### config.mk
export PLATFORM = sky130hd
export DESIGN_NAME = nl_vc_credit_pool
export DESIGN_NICKNAME = d
export VERILOG_FILES = /design/src/rtl/nl_vc_credit_pool_pkg.sv /design/src/rtl/nl_id_fifo.sv /design/src/rtl/nl_vc_credit_pool.sv
export SDC_FILE = /design/constraint.sdc
export NUM_CORES = 1
export LEC_CHECK = 0
export ABC_AREA = 1
export BUFFER_PORTS_ARGS = -buffer_cell sky130_fd_sc_hd__buf_2
export CELL_PAD_IN_SITES_DETAIL_PLACEMENT = 0
export CELL_PAD_IN_SITES_GLOBAL_PLACEMENT = 1
export CORE_MARGIN = 1
export CORE_UTILIZATION = 30
export CTS_CLUSTER_DIAMETER = 200
export CTS_CLUSTER_SIZE = 20
export DETAILED_ROUTE_END_ITERATION = 7
export HOLD_SLACK_MARGIN = 0.15
export PLACE_DENSITY_LB_ADDON = 0.1
export SETUP_SLACK_MARGIN = 0.15
export SYNTH_ARGS = -nofsm -noshare
export SYNTH_HDL_FRONTEND = slang
export SYNTH_SLANG_ARGS = --single-unit
export TNS_END_PERCENT = 10
### constraint.sdc
create_clock -name clk -period 1.89 [get_ports clk]
set_clock_uncertainty 0.05 [all_clocks]
set_input_delay 0 -clock clk [delete_from_list [all_inputs] [get_ports clk]]
set_output_delay 0 -clock clk [all_outputs]
set_load 0.05 [all_outputs]
### src/rtl/nl_vc_credit_pool_pkg.sv
// nl_vc_credit_pool_pkg: shared flit type, VC reuse-mode encodings and one-hot helpers
package nl_vc_credit_pool_pkg;
  localparam int NL_NUM_VCS = 4;
  localparam int NL_ID_W = $clog2(NL_NUM_VCS);
  localparam int REUSE_ON_TAIL = 0;
  localparam int REUSE_ON_DRAIN = 1;
  typedef struct packed {
    logic tail;
    logic [NL_NUM_VCS-1:0] vc_id;
  } flit_ctrl_t;
  typedef struct packed {
    flit_ctrl_t control;
  } flit_t;
  function automatic logic [NL_ID_W-1:0] oh2bin(input logic [NL_NUM_VCS-1:0] oh);
    logic [NL_ID_W-1:0] b;
    b = '0;
    for (int i = 0; i < NL_NUM_VCS; i++) b |= oh[i] ? NL_ID_W'(i) : '0;
    return b;
  endfunction
  function automatic logic [NL_NUM_VCS-1:0] bin2oh(input logic [NL_ID_W-1:0] b);
    return NL_NUM_VCS'(1) << b;
  endfunction
endpackage

### src/rtl/nl_id_fifo.sv
// nl_id_fifo: synchronous id FIFO preloaded with 0..PRELOAD-1, push and pop allowed in one cycle
module nl_id_fifo #(
  parameter int W = 2,
  parameter int DEPTH = 4,
  parameter int PRELOAD = 4,
  localparam int PW = (DEPTH > 1) ? $clog2(DEPTH) : 1,
  localparam int CW = $clog2(DEPTH) + 1
) (
  input  logic          clk,
  input  logic          rst_n,
  input  logic          push,
  input  logic [W-1:0]  push_id,
  input  logic          pop,
  output logic [W-1:0]  head,
  output logic [CW-1:0] count,
  output logic          empty
);
  logic [W-1:0] mem [DEPTH];
  logic [PW-1:0] rd_ptr, wr_ptr;
  function automatic logic [PW-1:0] nxt(input logic [PW-1:0] p);
    return (p == PW'(DEPTH - 1)) ? '0 : p + PW'(1);
  endfunction
  assign head = mem[rd_ptr];
  assign empty = count == '0;
  // ring buffer; reset preloads ids in ascending order
  always_ff @(posedge clk or negedge rst_n)
    if (!rst_n) begin
      for (int i = 0; i < DEPTH; i++) mem[i] <= W'(i < PRELOAD ? i : 0);
      rd_ptr <= '0;
      wr_ptr <= PW'(PRELOAD % DEPTH);
      count <= CW'(PRELOAD);
    end else begin
      if (push) mem[wr_ptr] <= push_id;
      if (push) wr_ptr <= nxt(wr_ptr);
      if (pop) rd_ptr <= nxt(rd_ptr);
      count <= count + CW'(push) - CW'(pop);
    end
endmodule

### src/rtl/nl_vc_credit_pool.sv
// nl_vc_credit_pool: per-output-port VC free pool with downstream credit tracking
module nl_vc_credit_pool
  import nl_vc_credit_pool_pkg::*;
#(
  parameter int NUM_VCS_GLOBAL = 4,
  parameter int NUM_VCS_LOCAL = 4,
  parameter int BUF_DEPTH = 4,
  parameter int REUSE_MODE = REUSE_ON_DRAIN,
  localparam int CNT_W = $clog2(BUF_DEPTH + 1),
  localparam int ID_W = $clog2(NUM_VCS_GLOBAL)
) (
  input  logic                      clk,
  input  logic                      rst_n,
  input  flit_t                     flit,
  input  logic                      valid,
  input  logic                      credit_valid,
  input  logic [NUM_VCS_GLOBAL-1:0] credit_vc,
  input  logic                      alloc_req,
  output logic                      alloc_gnt,
  output logic [NUM_VCS_GLOBAL-1:0] alloc_vc,
  output logic [ID_W:0]             free_count,
  output logic [NUM_VCS_GLOBAL-1:0] vc_alloc_status,
  output logic [NUM_VCS_GLOBAL-1:0] vc_credit_ok,
  output logic                      err
);
  localparam logic [NUM_VCS_GLOBAL-1:0] LOCAL_MASK = NUM_VCS_GLOBAL'((64'd1 << NUM_VCS_LOCAL) - 64'd1);
  logic [CNT_W-1:0] credits [NUM_VCS_GLOBAL];
  logic [NUM_VCS_GLOBAL-1:0] pending, queued, fl_oh, dep, ret, tail_now, full, no_cr, elig, push_oh, pop_oh;
  logic [ID_W-1:0] head, push_id;
  logic fifo_empty, push, flit_err, credit_err, vc_err, oh_err;
  function automatic logic is_oh(input logic [NUM_VCS_GLOBAL-1:0] x);
    return x != '0 && (x & (x - NUM_VCS_GLOBAL'(1))) == '0;
  endfunction
  assign fl_oh = NUM_VCS_GLOBAL'(flit.control.vc_id);
  assign dep = valid ? fl_oh : '0;
  assign ret = credit_valid ? credit_vc : '0;
  assign tail_now = flit.control.tail ? dep : '0;
  // per-VC credit status from the registered counters
  always_comb begin
    full = '0;
    no_cr = '0;
    for (int v = 0; v < NUM_VCS_GLOBAL; v++) begin
      full[v] = credits[v] == CNT_W'(BUF_DEPTH);
      no_cr[v] = credits[v] == '0;
    end
  end
  assign elig = (REUSE_MODE == REUSE_ON_TAIL) ? (pending | tail_now) : (pending & full);
  assign push_oh = elig & (~elig + NUM_VCS_GLOBAL'(1));
  assign push = |elig;
  assign push_id = ID_W'(oh2bin(NL_NUM_VCS'(push_oh)));
  assign alloc_gnt = alloc_req && !fifo_empty;
  assign alloc_vc = fifo_empty ? '0 : NUM_VCS_GLOBAL'(bin2oh(NL_ID_W'(head)));
  assign pop_oh = alloc_gnt ? alloc_vc : '0;
  assign vc_alloc_status = queued;
  assign vc_credit_ok = ~no_cr;
  assign flit_err = |(dep & ~ret & no_cr);
  assign credit_err = |(ret & ~dep & full);
  assign vc_err = valid && |(fl_oh & (queued | ~LOCAL_MASK));
  assign oh_err = (valid && !is_oh(fl_oh)) || (credit_valid && !is_oh(credit_vc));
  nl_id_fifo #(
    .W(ID_W),
    .DEPTH(NUM_VCS_GLOBAL),
    .PRELOAD(NUM_VCS_LOCAL)
  ) u_fifo (
    .clk(clk),
    .rst_n(rst_n),
    .push(push),
    .push_id(push_id),
    .pop(alloc_gnt),
    .head(head),
    .count(free_count),
    .empty(fifo_empty)
  );
  // saturating credit counters, release bookkeeping and sticky error flag
  always_ff @(posedge clk or negedge rst_n)
    if (!rst_n) begin
      for (int v = 0; v < NUM_VCS_GLOBAL; v++) credits[v] <= (v < NUM_VCS_LOCAL) ? CNT_W'(BUF_DEPTH) : '0;
      pending <= '0;
      queued <= LOCAL_MASK;
      err <= 1'b0;
    end else begin
      for (int v = 0; v < NUM_VCS_GLOBAL; v++)
        credits[v] <= (dep[v] && !ret[v] && !no_cr[v]) ? credits[v] - CNT_W'(1) :
                      (ret[v] && !dep[v] && !full[v]) ? credits[v] + CNT_W'(1) : credits[v];
      pending <= (pending | tail_now) & ~push_oh;
      queued <= (queued & ~pop_oh) | push_oh;
      err <= err | flit_err | credit_err | vc_err | oh_err;
    end
`ifdef DEBUG
  // protocol checks mirrored by the err flag
  always_ff @(posedge clk)
    if (rst_n) begin
      assert (!flit_err) else $error("flit on VC with no credits");
      assert (!credit_err) else $error("credit return on VC with full credits");
      assert (!vc_err) else $error("flit on queued or non-local VC");
      assert (!oh_err) else $error("vc_id or credit_vc not one-hot");
    end
`endif
endmodule

==> qor.csv, run 1 <==
stage;metric;value;unit
finish;finish.instance_area;2990;µm²
finish;num-nets-final;394;
worst_setup_path;start_kind;flop;
timing;setup_tns;-0.0861;ns
die;core;7250;µm²
global_routing;grt_max_degree;26;
die;initial_utilization;31.1;%
die;dieArea;7860;µm²
cts;clock_path_buffers;2;
synth;synth_seq_cells;36;
routing;route.detailed.drc;0;
global_routing;grt_antenna_before_repair;0;
synth;syn_area;2250;µm²
power_and_ir_drop;power.density;1680;nW/µm²
worst_setup_path;cpMostUsedCell;inv_2;
place;hpwlAfterDp;4.24;mm
synth;synth_area_per_cell;7.46;µm²
timing;relSlewSlack;58.3;%
place;dp_cells;444;
place;place.gp.congestion;0.724;
worst_setup_path;crit_buf_inv;5;
finish;drive_gt1_share;28.7;%
worst_setup_path;reg2reg_slack;-0.09;ns
timing;rsz0062_at_grt;true;
routing;drt-vias-per-instance;4.30;
synth;synth.distinct_cells;28;
worst_setup_path;crit_family;adder cells;
finish;diodes;0;
timing;timing.fmax;506;MHz
cts;cts.sinks;36;
finish;final_core_util;41.2;%
power_and_ir_drop;ir_drop;0.000505;V
timing;worst_slack;-0.0852;ns
place;port_buffers;30;
worst_setup_path;worst_ep_required_time;2.02;ns
place;dp_slack;-0.0519;ns
finish;synthToLayoutAreaGrowth;32.5;%
worst_setup_path;critical_path_class;flop to flop;
outcome;status;complete, but fails checks;
worst_setup_path;slowest_delay;0.50;ns
worst_setup_path;crit_slowest_cell;fa_2;
global_routing;grt_pass1_wl;9.02;mm
routing;num_vias;2014;
run;max_cap_violations;0;
die;rows;31;
worst_setup_path;worstPathArrival;2.11;ns
routing;first_pass_iters;4;
global_routing;grt_usage;15.2;%
synth;ys_warn_count;0;
cts;clk_pin_slew;0.08;ns
synth;ys_seq_area_share;40.7;%
outcome;violations;negative setup slack;
timing;finalSetupViolations;2;
hold_path;min_path_type;primary input to flop;
synth;synth_nets;328;
routing;routedWlPerCell;11.4;µm
timing;fin_crit;1.98;ns
worst_setup_path;crit_fanout;2;
timing;fin_crit_sh;105;%
synth;synth_cells;302;
die;dieHeight;88.7;µm
cts;cts_tree;built;
place;placed_cell_area;2650;µm²
hold_path;min_path_cells;6;
worst_setup_path;crit_path_cell_trace;nor3_4, inv_2, nand2_2, clkinvlp_4, ha_4, inv_2, ha_4, inv_2, fa_2, inv_1;
cts;cts_root_buf;clkbuf_8;
worst_setup_path;rr_worst_depth;10;
routing;wl;5.32;mm
worst_setup_path;cp.depth;10;
routing;drtIter0Drc;65;
cts;tritoncts.num_buffers;5;
timing;drv_slew;0;
global_routing;grt-ovfl-total;0;
routing;postRouteAntennaNets;0;
worst_setup_path;crit_path_end_kind;flop;
die;num_io_pins;31;
cts;cts_max_level;2;
finish;final_cells;468;
die;die_w;88.7;µm
global_routing;grt_pass1_vias;1943;
power_and_ir_drop;leakage;1.54;nW
cts;clkLatencyLatePin;0.29;ns
timing;final_hold_viol_count;0;
timing;tightest_slew;0.625;ns
per-layer routing:
layer | GRT usage, % | routed length [µm]
met1 | 20.0 | 2600
met3 | 2.61 | 146
met4 | 4.84 | 45
met2 | 25.5 | 2530
met5 | 0 | 0
kinds of logic after synthesis:
logic type      after synthesis  synth area share, %
flops                        36                 40.7
xor+xnor                      9                 3.50
simple gates                178                 34.4
fa+ha+maj                    12                 8.33
compound gates               19                 5.05
buf+inv                      48                 8.00
sequential cells by signal, summed over array words and instances, names as in the netlist:
| register | flops |
|---|---|
| u_fifo.count | 3 |
| u_fifo.mem | 8 |
| credits | 12 |
| err | 1 |
| pending | 4 |
| u_fifo.wr_ptr | 2 |
| u_fifo.rd_ptr | 2 |
| vc_alloc_status | 4 |
synthesized netlist by cell type (all sizes together):
cell type | instances | area [µm²]
ha | 7 | 87.6
a21oi | 6 | 30.0
inv | 48 | 180
xnor2 | 2 | 17.5
xor2 | 7 | 61.3
o21ai | 7 | 38.8
nand3b | 1 | 7.51
dfstp | 13 | 342
nand3 | 19 | 105
nand2 | 110 | 430
o21a | 3 | 22.5
fa | 5 | 100
o211ai | 1 | 7.51
dfrtp | 23 | 576
o31ai | 1 | 7.51
nand4 | 6 | 43.8
nor3 | 2 | 10.0
a21boi | 1 | 7.51
nor3b | 1 | 7.51
nor2 | 39 | 171
what timing repair did:
action | in CTS | in global routing
hold buffers | 13 | 0
pin swaps | 2 | 3
buffers inserted | 1 | 2
hold endpoints to repair | 33 | 0
gates resized for setup | 3 | 21
endpoints found under the setup margin | 5 | 12
layout make-up:
type / count / area (µm²)
timing repair buffer: 59 / 405
inverter: 48 / 184
clock inverter: 2 / 35.0
multi-input combinational: 218 / 1240
sequential: 36 / 921
fill: 783 / 4270
tap: 99 / 124
clock buffer: 6 / 72.6
placed cells by master, fill, tap and decap left out, types with 2 or more instances in the layout:
cell type / netlist / routed
nand4_1: 5 / 5
fa_2: 0 / 5
inv_1: 46 / 41
buf_2: 0 / 28
buf_4: 0 / 18
o21ai_0: 6 / 5
inv_2: 2 / 6
nand3_1: 17 / 13
a21oi_1: 6 / 5
o21a_1: 3 / 3
clkbuf_8: 0 / 5
nor2_1: 35 / 34
nand3_2: 2 / 6
dfstp_2: 13 / 13
nand2_1: 105 / 103
nor2_2: 1 / 2
dfrtp_2: 0 / 3
ha_4: 0 / 2
dfrtp_1: 23 / 20
nand2_2: 4 / 6
xor2_1: 7 / 7
ha_1: 7 / 5
dlygate4sd3_1: 0 / 13
nor2_4: 3 / 3
power by group:
part | leakage (nW) | switching, mW | internal, mW
sequential | 0.404 | 0.322 | 1.22
clock | 0.0552 | 0.284 | 0.392
combinational | 1.08 | 1.79 | 1.02
total | 1.54 | 2.40 | 2.63
metrics by stage:
stage / total power, mW / hold WS (ns)
2_1_floorplan: 3.44 / -0.346
3_3_place_gp: 4.15 / 0.0107
3_5_place_dp: 4.18 / 0.0136
4_1_cts: 4.93 / 0.151
5_1_grt: 5.49 / 0.195
6_report: 5.03 / 0.131
path summary, 6_finish.rpt:
check,endpoint,start
max,u_fifo.count[1],u_fifo.count[0]
min,credits[5],credit_vc[2]
max reg2reg,u_fifo.count[1],u_fifo.count[0]
min reg2reg,u_fifo.mem[4],u_fifo.mem[4]
max in group asynchronous,u_fifo.count[2],rst_n
min in group asynchronous,pending[3],rst_n
worst reg2reg max path, cell delays in order, from the launching register on:
cell	delay, ns
dfrtp_2	0.42
nor3_4	0.19
inv_2	0.06
nand2_2	0.07
clkinvlp_4	0.10
ha_4	0.24
inv_2	0.06
ha_4	0.12
inv_2	0.03
fa_2	0.50
inv_1	0.03
(Power assumes the default switching activity.)
==> run 2: changes to the inputs <==
- CORE_UTILIZATION: 30 -> 38
==> run 2 against run 1 <==
Net effect:
- the flow still finishes with violations (negative setup slack)
- core utilization increased by 13 points
- critical path type unchanged
- first-iteration DRC count grew 22%
- worst hold slack better by 0.036 ns
- largest cell class unchanged
- routed wire length is 3.1% lower
==> qor.csv, run 2 (synthesized netlist as in run 1, its figures left out) <==
stage;metric;value;unit;change
worst_setup_path;crit_buf_inv;5;;unchanged
timing;worst_slack;-0.0766;ns;+0.00857 ns
timing;tightest_slew;0.355;ns;-0.271 ns
outcome;status;complete, but fails checks;;
worst_setup_path;crit_fanout;2;;unchanged
power_and_ir_drop;power.density;1670;nW/µm²;-0.66%
worst_setup_path;cpMostUsedCell;inv_2;;
die;num_io_pins;31;;unchanged
cts;cts_tree;built;;
timing;setup_tns;-0.131;ns;-0.0448 ns
cts;clkLatencyLatePin;0.28;ns;about the same
global_routing;gr-usage-met1;24.8;%;+4.8 points
timing;relSlewSlack;76.3;%;+18 points
timing;drv_slew;0;;unchanged
worst_setup_path;start_kind;flop;;
routing;first_pass_iters;4;;unchanged
timing;fin_crit_sh;104;%;-0.45 points
finish;ff_latch_area;921;µm²;unchanged
global_routing;grt_pass1_vias;1986;;+2.2%
routing;drtIter0Drc;79;;+22%
worst_setup_path;crit_path_end_kind;flop;;
routing;route.detailed.drc;0;;unchanged
power_and_ir_drop;leakage;1.56;nW;+1.3%
cts;clk_pin_slew;0.07;ns;about the same
worst_setup_path;critical_path_class;flop to flop;;
worst_setup_path;crit_path_cell_trace;nor3_4, inv_2, nand2_2, clkinvlp_4, ha_4, inv_2, ha_4, inv_2, fa_1, inv_1;;
routing;num_vias;2048;;+1.7%
place;place.gp.congestion;0.789;;+8.9%
finish;finish.instance_area;3010;µm²;+0.96%
die;rows;27;;-13%
power_and_ir_drop;clockPowerShare;11.3;%;-2.1 points
place;placed_cell_area;2610;µm²;-1.6%
hold_path;min_path_type;primary input to flop;;
routing;routedWlPerCell;11.5;µm;+1.5%
power_and_ir_drop;seq_power_share;30.6;%;about the same
finish;synthToLayoutAreaGrowth;33.8;%;
worst_setup_path;startpoint;u_fifo.count[0];;
finish;reg_top3;credits x12, u_fifo.mem x8;;
die;dieHeight;79.0;µm;-11%
routing;drt-vias-per-instance;4.58;;+6.5%
worst_setup_path;slowest_delay;0.49;ns;about the same
timing;final_hold_viol_count;0;;unchanged
die;initial_utilization;40.2;%;+9.1 points
worst_setup_path;crit_slowest_cell;fa_1;;
worst_setup_path;crit_family;adder cells;;
power_and_ir_drop;sw_frac_of_total;48.3;%;+0.53 points
global_routing;grt_pass1_wl;9.03;mm;+0.16%
worst_setup_path;worstPathArrival;2.10;ns;about the same
outcome;violations;negative setup slack;;
global_routing;grt_usage;18.9;%;+3.6 points
finish;largest_register;credits;;
routing;wl;5.16;mm;-3.1%
finish;diodes;0;;unchanged
timing;timing.fmax;508;MHz;+0.44%
cts;cts_root_buf;clkbuf_8;;
die;die_w;79.0;µm;-11%
timing;rsz0062_at_grt;true;;
place;port_buffers;30;;unchanged
die;dieArea;6240;µm²;-21%
timing;finalSetupViolations;3;;+1
power_and_ir_drop;p_sw;2.43;mW;+1.4%
die;core;5610;µm²;-23%
hold_path;min_from;credit_vc[3];;
finish;final_core_util;53.7;%;+13 points
finish;multi_input_area;1240;µm²;-0.10%
power_and_ir_drop;ir_drop;0.00117;V;+130%
worst_setup_path;r2r-start;u_fifo.count[0];;
cts;cts.sinks;36;;unchanged
power_and_ir_drop;intPower;2.61;mW;-0.73%
finish;layout_commonest_cell;nand2_1;;
global_routing;grt.busiest_layer;met2;;
finish;largest_register_ffs;12;;unchanged
finish;drive_gt1_share;29.3;%;+0.61 points
cts;clock_path_buffers;2;;unchanged
routing;postRouteAntennaNets;0;;unchanged
finish;final_cell_mix;nand2_1 (100), inv_1 (39), nor2_1 (33);;
global_routing;grt_antenna_before_repair;0;;unchanged
cts;tritoncts.num_buffers;5;;unchanged
place;hpwlAfterDp;3.96;mm;-6.6%
run;max_cap_violations;0;;unchanged
global_routing;grt-ovfl-total;0;;unchanged
global_routing;met2_usage;30.9;%;+5.3 points
global_routing;met3_usage;3.79;%;+1.2 points
finish;num-nets-final;400;;+1.5%
cts;cts_max_level;2;;unchanged
global_routing;grt_max_degree;14;;-46%
timing;fin_crit;1.97;ns;-0.00857 ns
power_and_ir_drop;comb_power_share;58.0;%;+2.1 points
finish;nFillCells;576;;-26%
worst_setup_path;worst_ep_required_time;2.02;ns;about the same
## run 2: changes by cell type in the layout (fill, tap and decap cells not counted), sizes merged
cell         before  now
buf              46   48
bufinv            1    0
clkbuf            6    7
clkinv            1    0
clkinvlp          1    2
dlygate4sd3      13   17
## run 2: path summary, 6_finish.rpt
path,depth (start not counted),slack (ns),endpoint
max in group asynchronous,3,0.66,u_fifo.rd_ptr[0]
max reg2reg,10,-0.08,u_fifo.count[1]
min in group asynchronous,2,0.31,u_fifo.count[2]
min reg2reg,2,0.42,u_fifo.mem[1]
min,6,0.17,credits[2]
max,10,-0.08,u_fifo.count[1]
## run 2: stage by stage
stage                     cells  power (mW)  hold slack, ns  setup slack (ns)
after global routing        447        5.51           0.182            -0.151
after global placement      416        4.10         -0.0999           -0.0172
after floorplan             302        3.44          -0.346            -0.456
final                       447        5.04           0.168           -0.0766
after CTS                   445        4.91           0.160           -0.0795
after detailed placement    416        4.15         -0.0988           -0.0751
## run 2: worst register-to-register path, stage by stage (launching register included)
cell and delay (ns):
dfrtp_2 0.43, nor3_4 0.19, inv_2 0.06, nand2_2 0.09, clkinvlp_4 0.10, ha_4 0.21, inv_2 0.06, ha_4 0.12
inv_2 0.03, fa_1 0.49, inv_1 0.04
## run 2: power by group through the flow
| stage | Combinational (mW) | Sequential [mW] | Clock, mW |
|---|---|---|---|
| 2_1_floorplan | 1.72 | 1.72 | 0 |
| 3_3_place_gp | 2.57 | 1.53 | 0 |
| 3_5_place_dp | 2.61 | 1.54 | 0 |
| 4_1_cts | 2.79 | 1.53 | 0.594 |
| 5_1_grt | 3.29 | 1.59 | 0.632 |
| 6_report | 2.93 | 1.54 | 0.572 |
## run 2: timing repair
action | 4_1_cts | 5_1_grt
hold buffers | 17 | 0
setup buffers | 4 | 2
endpoints found under the hold margin | 42 | 0
cloned | 0 | 0
setup endpoints to repair | 5 | 11
gates resized for setup | 10 | 25
pin swaps | 2 | 7
## run 2: metal layers
layer	wire [µm]	up-vias
met5	0	-
met4	69	0
met3	152	4
met2	2510	32
met1	2430	936
li1	-	1076
## run 2: final cells by class
| type | instances | area share [%] |
|---|---|---|
| Clock buffer | 7 | 2.86 |
| Clock inverter | 1 | 0.249 |
| Inverter | 48 | 6.10 |
| Multi-Input combinational cell | 218 | 41.2 |
| Sequential cell | 36 | 30.6 |
| Tap cell | 72 | 2.99 |
| Timing Repair Buffer | 65 | 16.0 |
